### config.mk
export PLATFORM = sky130hd
export DESIGN_NAME = mips_cpu_core
export DESIGN_NICKNAME = d
export VERILOG_FILES = /design/src/rtl/mips_cpu_core.sv
export SDC_FILE = /design/constraint.sdc
export NUM_CORES = 2
export LEC_CHECK = 0
export ABC_CLOCK_PERIOD_IN_PS = 14950
export CORE_MARGIN = 2
export CORE_UTILIZATION = 30
export CTS_CLUSTER_DIAMETER = 60
export DETAILED_ROUTE_END_ITERATION = 7
export PLACE_DENSITY = 0.43
export REMOVE_ABC_BUFFERS = 1
export SYNTH_ARGS = -nofsm -noshare
export SYNTH_HDL_FRONTEND = slang
export SYNTH_SLANG_ARGS = --single-unit
### constraint.sdc
create_clock -name Clock -period 14.95 [get_ports Clock]
set_clock_uncertainty 0.2 [all_clocks]
set_input_delay 1.495 -clock Clock [delete_from_list [all_inputs] [get_ports Clock]]
set_output_delay 1.495 -clock Clock [all_outputs]
set_load 0.005 [all_outputs]
### src/rtl/mips_cpu_core.sv
// Single-cycle 32-bit MIPS core: PC, register file, extender, ALU, next-PC.
// Instruction and data memories sit outside; this block drives their ports.
module mips_cpu_core #(
  parameter logic [31:0] PC_RESET = 32'h0000_0000
) (
  input  logic        Clock,
  input  logic        Reset,
  input  logic [31:0] Instruction,
  input  logic [31:0] DataToWd,
  output logic [31:0] ALU_result,
  output logic [31:0] Ext_Imm,
  output logic [31:0] addr,
  output logic [31:0] Out1,
  output logic [31:0] Out2,
  output logic        MemWrite,
  output logic        MemtoReg
);

  typedef enum logic [2:0] {
    ALU_ADD,
    ALU_SUB,
    ALU_AND,
    ALU_OR,
    ALU_SLT
  } alu_op_e;

  typedef struct packed {
    logic    reg_write;
    logic    reg_dst;
    logic    alu_src;
    logic    zero_ext;
    logic    mem_write;
    logic    mem_to_reg;
    logic    branch;
    logic    jump;
    alu_op_e alu_op;
  } ctrl_t;

  localparam logic [5:0] OP_R    = 6'h00;
  localparam logic [5:0] OP_J    = 6'h02;
  localparam logic [5:0] OP_BEQ  = 6'h04;
  localparam logic [5:0] OP_ADDI = 6'h08;
  localparam logic [5:0] OP_ANDI = 6'h0C;
  localparam logic [5:0] OP_ORI  = 6'h0D;
  localparam logic [5:0] OP_LW   = 6'h23;
  localparam logic [5:0] OP_SW   = 6'h2B;

  localparam logic [5:0] FN_ADD = 6'h20;
  localparam logic [5:0] FN_SUB = 6'h22;
  localparam logic [5:0] FN_AND = 6'h24;
  localparam logic [5:0] FN_OR  = 6'h25;
  localparam logic [5:0] FN_SLT = 6'h2A;

  logic [5:0]  op;
  logic [4:0]  rs;
  logic [4:0]  rt;
  logic [4:0]  rd;
  logic [5:0]  funct;
  logic [15:0] imm;
  logic [25:0] target;

  assign op     = Instruction[31:26];
  assign rs     = Instruction[25:21];
  assign rt     = Instruction[20:16];
  assign rd     = Instruction[15:11];
  assign funct  = Instruction[5:0];
  assign imm    = Instruction[15:0];
  assign target = Instruction[25:0];

  logic [31:0] pc;
  logic [31:0] regs [32];
  ctrl_t       ctrl;
  logic [31:0] alu_b;
  logic        zero;
  logic [4:0]  wr_addr;
  logic [31:0] wr_data;
  logic [31:0] pc_plus4;
  logic [31:0] pc_next;

  // Opcode/funct decode; anything unrecognised stays an all-zero NOP.
  always_comb begin
    ctrl        = '0;
    ctrl.alu_op = ALU_ADD;
    unique case (1'b1)
      (op == OP_R): begin
        ctrl.reg_dst = 1'b1;
        case (funct)
          FN_ADD: begin
            ctrl.reg_write = 1'b1;
            ctrl.alu_op    = ALU_ADD;
          end
          FN_SUB: begin
            ctrl.reg_write = 1'b1;
            ctrl.alu_op    = ALU_SUB;
          end
          FN_AND: begin
            ctrl.reg_write = 1'b1;
            ctrl.alu_op    = ALU_AND;
          end
          FN_OR: begin
            ctrl.reg_write = 1'b1;
            ctrl.alu_op    = ALU_OR;
          end
          FN_SLT: begin
            ctrl.reg_write = 1'b1;
            ctrl.alu_op    = ALU_SLT;
          end
          default: ctrl.reg_dst = 1'b0;
        endcase
      end
      (op == OP_ADDI): begin
        ctrl.reg_write = 1'b1;
        ctrl.alu_src   = 1'b1;
      end
      (op == OP_ANDI): begin
        ctrl.reg_write = 1'b1;
        ctrl.alu_src   = 1'b1;
        ctrl.zero_ext  = 1'b1;
        ctrl.alu_op    = ALU_AND;
      end
      (op == OP_ORI): begin
        ctrl.reg_write = 1'b1;
        ctrl.alu_src   = 1'b1;
        ctrl.zero_ext  = 1'b1;
        ctrl.alu_op    = ALU_OR;
      end
      (op == OP_LW): begin
        ctrl.reg_write  = 1'b1;
        ctrl.alu_src    = 1'b1;
        ctrl.mem_to_reg = 1'b1;
      end
      (op == OP_SW): begin
        ctrl.alu_src   = 1'b1;
        ctrl.mem_write = 1'b1;
      end
      (op == OP_BEQ): begin
        ctrl.branch = 1'b1;
        ctrl.alu_op = ALU_SUB;
      end
      (op == OP_J): begin
        ctrl.jump = 1'b1;
      end
      default: ;
    endcase
  end

  assign Ext_Imm = ctrl.zero_ext ? {16'h0000, imm}
                                 : {{16{imm[15]}}, imm};

  assign Out1 = (rs == 5'd0) ? 32'h0 : regs[rs];
  assign Out2 = (rt == 5'd0) ? 32'h0 : regs[rt];

  assign alu_b = ctrl.alu_src ? Ext_Imm : Out2;

  // ALU; add/sub wrap, slt is a signed compare.
  always_comb begin
    ALU_result = 32'h0;
    case (ctrl.alu_op)
      ALU_ADD: ALU_result = Out1 + alu_b;
      ALU_SUB: ALU_result = Out1 - alu_b;
      ALU_AND: ALU_result = Out1 & alu_b;
      ALU_OR:  ALU_result = Out1 | alu_b;
      ALU_SLT: ALU_result = {31'h0, $signed(Out1) < $signed(alu_b)};
      default: ALU_result = 32'h0;
    endcase
  end

  assign zero     = (ALU_result == 32'h0);
  assign MemWrite = ctrl.mem_write & Reset;
  assign MemtoReg = ctrl.mem_to_reg;
  assign wr_addr  = ctrl.reg_dst ? rd : rt;
  assign wr_data  = ctrl.mem_to_reg ? DataToWd : ALU_result;

  // Next-PC selection: jump, taken branch, or fall through.
  always_comb begin
    pc_plus4 = pc + 32'd4;
    pc_next  = pc_plus4;
    if (ctrl.jump)
      pc_next = {pc_plus4[31:28], target, 2'b00};
    else if (ctrl.branch && zero)
      pc_next = pc_plus4 + (Ext_Imm << 2);
  end

  assign addr = pc;

  // Program counter register.
  always_ff @(posedge Clock or negedge Reset) begin
    if (!Reset)
      pc <= PC_RESET;
    else
      pc <= pc_next;
  end

  // Register file; $0 is never written so it always reads zero.
  always_ff @(posedge Clock or negedge Reset) begin
    if (!Reset) begin
      for (int i = 0; i < 32; i++)
        regs[i] <= 32'h0;
    end else if (ctrl.reg_write && wr_addr != 5'd0) begin
      regs[wr_addr] <= wr_data;
    end
  end

endmodule

Word level (Yosys, flattened, before mapping)
Cells that the tools add are included.
{"block": "totals", "ff_bits": 1056, "output_inout_bits": 162}
{"block": "op_classes", "add_sub_neg": 4, "order_cmp": 5, "eq_ne": 16, "mux": 29, "n_bitwise": 6, "reduce_logical": 13}
{"op": "1024-bit bitwise mux", "n": 1}
{"op": "32-bit 2-to-1 mux", "n": 12}
{"op": "32-bit binary-select mux with 5-bit select", "n": 2}
{"op": "32-bit demux with 5-bit select", "n": 1}
{"op": "32-bit case mux with 5 select lines", "n": 1}
{"op": "32-bit adder", "n": 2}
{"op": "6-bit == test (second input constant)", "n": 7}
{"op": "32-bit by 3-bit adder with 32-bit output (second input constant)", "n": 1}
{"op": "32-bit bitwise AND", "n": 1}
{"op": "32-bit zero test", "n": 1}
{"op": "32-bit < comparator", "n": 1}
{"op": "32-bit bitwise OR", "n": 1}
{"op": "32-bit subtractor", "n": 1}
{"op": "3-bit case mux with 4 select lines", "n": 2}
{"op": "6-bit by 4-bit == test with 1-bit output (second input constant)", "n": 3}
{"op": "6-bit >= comparator (second input constant)", "n": 3}
{"op": "5-bit NOT with 6-bit output", "n": 3}
{"op": "5-bit zero test", "n": 2}
{"op": "5-bit OR reduction", "n": 2}
{"op": "1-bit 2-to-1 mux", "n": 8}
{"op": "3-bit by 2-bit == test with 1-bit output (second input constant)", "n": 2}
{"op": "6-bit by 2-bit == test with 1-bit output (second input constant)", "n": 1}
{"op": "6-bit by 3-bit == test with 1-bit output (second input constant)", "n": 1}
{"op": "6-bit zero test", "n": 1}
{"op": "11 further kinds", "n": 13}

Logic depth before layout (Yosys ltp)
{"block": "depth", "depth_word": 12, "mapped_depth": 35, "ltp_nobuf": 27}

Worst setup path before layout
OpenSTA, ideal clock, no wires.
{"block": "synth_timing", "path_type": "in2out", "startpoint": "input Instruction[21]", "endpoint": "output ALU_result[31]", "t_arrival_ns": 8.209, "required_ns": 13.255, "path_slack_ns": 5.046, "stages": 28, "cell_sequence": "buf_6 -> buf_6 -> buf_6 -> clkbuf_1 -> clkbuf_1 -> clkbuf_1 -> clkbuf_1 -> clkbuf_1 -> mux2i_1 -> o22ai_1 -> a211o_1 -> a21oi_1 -> nor3_1 -> ha_1 -> clkbuf_1 -> a21oi_1 -> o21bai_1 -> a31oi_4 -> nor4_2 -> o311ai_4 -> nor3_1 -> o31ai_1 -> a21oi_1 -> o311ai_4 -> and2_1 -> buf_2 -> inv_4 -> buf_4"}
{"block": "synth_via", "elab_chain_cells": 7, "elab_cells_between_ends": 11, "classes_between": "2 x add/sub; 5 x mux; 3 x bitwise; 1 x reduce/logical"}
{"element": "start: declaration", "line": "8", "rtl": "input logic [31:0] Instruction,"}
{"element": "5-bit NOT with 6-bit output (implied by the code)", "line": "150", "rtl": "assign Out1 = (rs == 5'd0) ? 32'h0 : regs[rs];"}
{"element": "32-bit binary-select mux with 5-bit select", "line": "150"}
{"element": "32-bit 2-to-1 mux (implied by the code) (2 in a row)", "line": "150"}
{"element": "32-bit 2-to-1 mux *", "line": "150"}
{"element": "named net Out1[6]", "line": "13", "rtl": "output logic [31:0] Out1,"}
{"element": "32-bit subtractor or 32-bit adder (tied branches)", "line": "160, 159"}
{"element": "32-bit case mux with 5 select lines *", "line": "158", "rtl": "case (ctrl.alu_op)"}
{"element": "end: declaration", "line": "10", "rtl": "output logic [31:0] ALU_result,"}
Mark *: on every way through the listed nets, which the timed path passes. The rest lies on a longest branch. The select of a mux whose other input is x is not followed.

Worst setup path in the final report
{"block": "layout_timing", "startpoint": "input Instruction[16]", "endpoint": "output ALU_result[31]"}
{"block": "layout_via", "elab_chain_cells": 8, "elab_cells_between_ends": 12, "classes_between": "2 x add/sub; 6 x mux; 3 x bitwise; 1 x reduce/logical"}
{"element": "5-bit NOT with 6-bit output (implied by the code)", "line": "151", "rtl": "assign Out2 = (rt == 5'd0) ? 32'h0 : regs[rt];"}
{"element": "32-bit binary-select mux with 5-bit select", "line": "151"}
{"element": "32-bit 2-to-1 mux (implied by the code) (2 in a row)", "line": "151"}
{"element": "32-bit 2-to-1 mux *", "line": "151"}
{"element": "32-bit 2-to-1 mux *", "line": "153", "rtl": "assign alu_b = ctrl.alu_src ? Ext_Imm : Out2;"}
{"element": "32-bit subtractor (tied with other cells)", "line": "160", "rtl": "ALU_SUB: ALU_result = Out1 - alu_b;"}
{"element": "32-bit case mux with 5 select lines *", "line": "158"}
Mark *: on every way between the ends. The rest lies on a longest branch, timed or not. The select of a mux whose other input is x is not followed.

==> results.toml <==
[final_layout]
drive_gt1_frac = 0.182
area_delta_synth_final_pct = 15.3
fin_nets = 6154
final_cell_mix = "nand2_1 (1092), o21ai_0 (1063), dfrtp_1 (1054)"
fin_util = 0.348
final_common_cell = "nand2_1"
fill_cells = 20770

[logic_synthesis]
synth_top_family_by_area = "multiplexers"
postSynthAreaPerCell_sq_um = 10.3
synthFlopType = "dfrtp_1"
syn_inst = 6045
synth-simple-area-share = 0.119
muxShareOfSynthArea = 0.230
async_flop_share = 1.00
ys_seq_elements = 1054
synth.distinct_cells = 103
synthAdderAreaFrac = 0.0268
synth_compound_area_frac = 0.143
ys_warn_count = 0
synth_area_sq_mm = 0.0624
ys_seq_area_frac = 0.423
synth_edf_count = 0
synth-xor-area-share = 0.00983

[placement]
dp_hpwl_microns = 156000
numPortBuffers = 225
place.gp.congestion = 0.948

[worst_setup_path]
reg2reg_setup_slack_ns = 6.95
cp_max_fo = 80
reg2reg_to = "addr[14]"
timing.rr.start = "regs[681]"
required_ns = 13.26
crit_type = "in -> out"
arrival_ns = 9.67
cp-end-kind = "output port"
cp-start-kind = "input pin"
rr_worst_depth = 22

[sta]
fmax_mhz = 88.0
setup_tns_ns = 0
timing.final.crit_share = 0.760
setup-violations-final = 0
relSlewSlack = 0.150
rsz0062_at_grt = "no"
tightest_slew_ns = 1.27
hold_violations = 0
drv_slew = 0
fin_crit_ns = 11.36

[pwr]
p_comb_frac = 0.145
pwr-share-seq = 0.398
p_leak_nw = 30.4
p_total_mw = 7.59
powerDensity_mw_per_mm2 = 105
ir_worst_vdd_uv = 106
clkPwrFrac = 0.457
p_sw_mw = 2.14
p_sw_frac = 0.282
intPower_mw = 5.45

[global_routing]
met3_usage = 0.0342
grt_usage = 0.231
grt_max_degree = 101
first_global_vias = 47742
met2_usage = 0.354
antenna_found_initial = 6
gr-total-overflow = 0
grt_pass1_wl_microns = 356000
use_met1 = 0.334
grt.busiest_layer = "met2"

[clocking]
cts_tree = "built"
cts.sinks = 1054
h-tree-depth = 4
clkTransAtPathRegs_ns = 0.06
clock_path_buffers = 3
postCtsHoldBufs = 0
root_buffer = "clkbuf_16"
cts_made_buffers = 139
cts_setup_buffers = 0
clk_latency_ns = 0.80
cts_resized = 0

[detailed_routing]
drc = 0
post_drt_wl_per_cell_microns = 28.0
num_vias = 48451
drt_first_pass_iters = 6
viasPerCell = 5.52
drt_wl_total_microns = 245000
drt-initial-drc-count = 4243
ant_nets = 0

[floorplan]
start_util = 0.302
fp.coreArea_sq_mm = 0.207
die_h_microns = 460
die_x_microns = 460
dieArea_sq_mm = 0.212
rows = 167
pin_count = 228

[flow_run]
cap_violations = 0

[run_status]
status = "finished, final reports clean"

[hold_path]
min_path_type = "reg -> reg"
hold_end = "regs[1009]"
whs_path_depth = 0
hold_path.startpoint = "regs[1009]"
-- registers in the layout, indices dropped and copies added, names as in the netlist --
name  count
addr     30
regs   1024
-- layout make-up --
class                           count  area, sq um  share of cell area
Antenna cell                        5         12.5            0.000174
Clock buffer                      203         4100              0.0569
Sequential cell                  1054        26400               0.367
Inverter                          146          552             0.00767
Timing Repair Buffer              370         3450              0.0480
Clock inverter                     44          634             0.00882
Tap cell                         2704         3380              0.0470
Multi-Input combinational cell   4245        33400               0.465
-- layer usage --
metal / routed length, microns / up-vias
li1: - / 21675
met1: 114000 / 24948
met2: 110000 / 1499
met3: 13000 / 327
met4: 7980 / 2
met5: 13 / -
-- kinds of logic (layout without fill, tap and decap cells) --
kind of cell | after synthesis | after routing
AND/OR/NAND/NOR | 1706 | 1706
adder cells (fa/ha/maj) | 132 | 132
other | 1 | 7
multiplexers | 774 | 774
AO/OA/AOI/OAI | 1561 | 1561
XOR/XNOR | 70 | 70
flip-flops | 1054 | 1054
buffers and inverters | 747 | 763
-- worst max-delay path, cell delays in order --
cell	delay (ns)
buf_8	0.39
buf_12	0.61
mux4_2	0.59
mux4_2	0.50
and2_0	0.17
o21ai_0	0.91
o21a_1	0.26
ha_1	0.31
inv_1	0.14
o21ai_0	0.11
a21o_1	0.20
a21oi_1	0.14
o21ai_0	0.14
a211oi_1	0.55
a21oi_1	0.22
nor4_2	0.42
o41ai_4	0.15
nor2b_1	0.18
o211ai_2	0.24
o21ai_1	0.10
buf_4	0.18
and2_1	0.16
buf_4	0.23
inv_4	0.38
clkdlybuf4s50_1	0.60
-- synthesized netlist by cell type (12+ instances only) --
cell type	number	share of area
nor4_1	13	0.0013
nand4_1	19	0.0019
buf_2	13	0.0010
dfrtp_1	1054	0.42
clkbuf_1	488	0.029
mux2_2	76	0.014
ha_1	129	0.026
nor2b_1	32	0.0032
nand2_1	1124	0.068
o31ai_1	12	0.0014
nor2_1	185	0.011
xnor2_1	53	0.0074
a31oi_1	28	0.0028
inv_1	144	0.0087
a21o_1	16	0.0019
and2_0	19	0.0019
nand2b_1	30	0.0030
o211ai_1	19	0.0023
mux2i_1	175	0.028
nor4_2	16	0.0032
o221ai_1	34	0.0048
xor2_1	17	0.0024
nor3_1	89	0.0071
o22ai_1	60	0.0060
o21bai_1	12	0.0014
a21oi_1	152	0.012
o21ai_0	1069	0.086
nand3_1	56	0.0045
and3_1	24	0.0024
and2_1	30	0.0030
or3_1	20	0.0020
a211oi_1	19	0.0023
buf_4	38	0.0046
buf_6	13	0.0023
buf_1	49	0.0029
a22oi_1	13	0.0016
o21a_1	13	0.0016
mux4_2	520	0.19
-- worst max-delay path by stage --
| stage | startpoint | endpoint | slack (ns) | cells past startpoint |
|---|---|---|---|---|
| final | Instruction[16] | ALU_result[31] | 3.59 | 25 |
| after global routing | Instruction[16] | ALU_result[31] | 3.21 | 25 |
| after CTS | Instruction[16] | ALU_result[31] | 3.65 | 25 |
| after detailed placement | Instruction[16] | ALU_result[31] | 3.68 | 25 |
| after global placement | Instruction[16] | ALU_result[31] | 3.69 | 25 |
| after floorplan | Instruction[31] | addr[28] | 5.54 | 18 |
-- power by group through the flow --
stage	registers, mW	clock network [mW]	logic, mW
finish	3.02	3.47	1.10
detailed placement	3.07	0	1.11
global route	3.03	3.66	1.20
floorplan	3.04	0	0.557
CTS	3.02	3.55	1.11
global placement	3.06	0	1.11
-- through the flow --
step	hold slack (ns)	cell area (sq um)	setup WS (ns)	cells
2_1_floorplan	0.165	59900	5.54	5445
3_3_place_gp	0.177	67200	3.69	8518
3_5_place_dp	0.184	67200	3.68	8519
4_1_cts	0.197	71900	3.65	8766
5_1_grt	0.209	71900	3.21	8766
6_report	0.192	71900	3.59	8771
No activity file was read; power rests on OpenSTA's default activity.
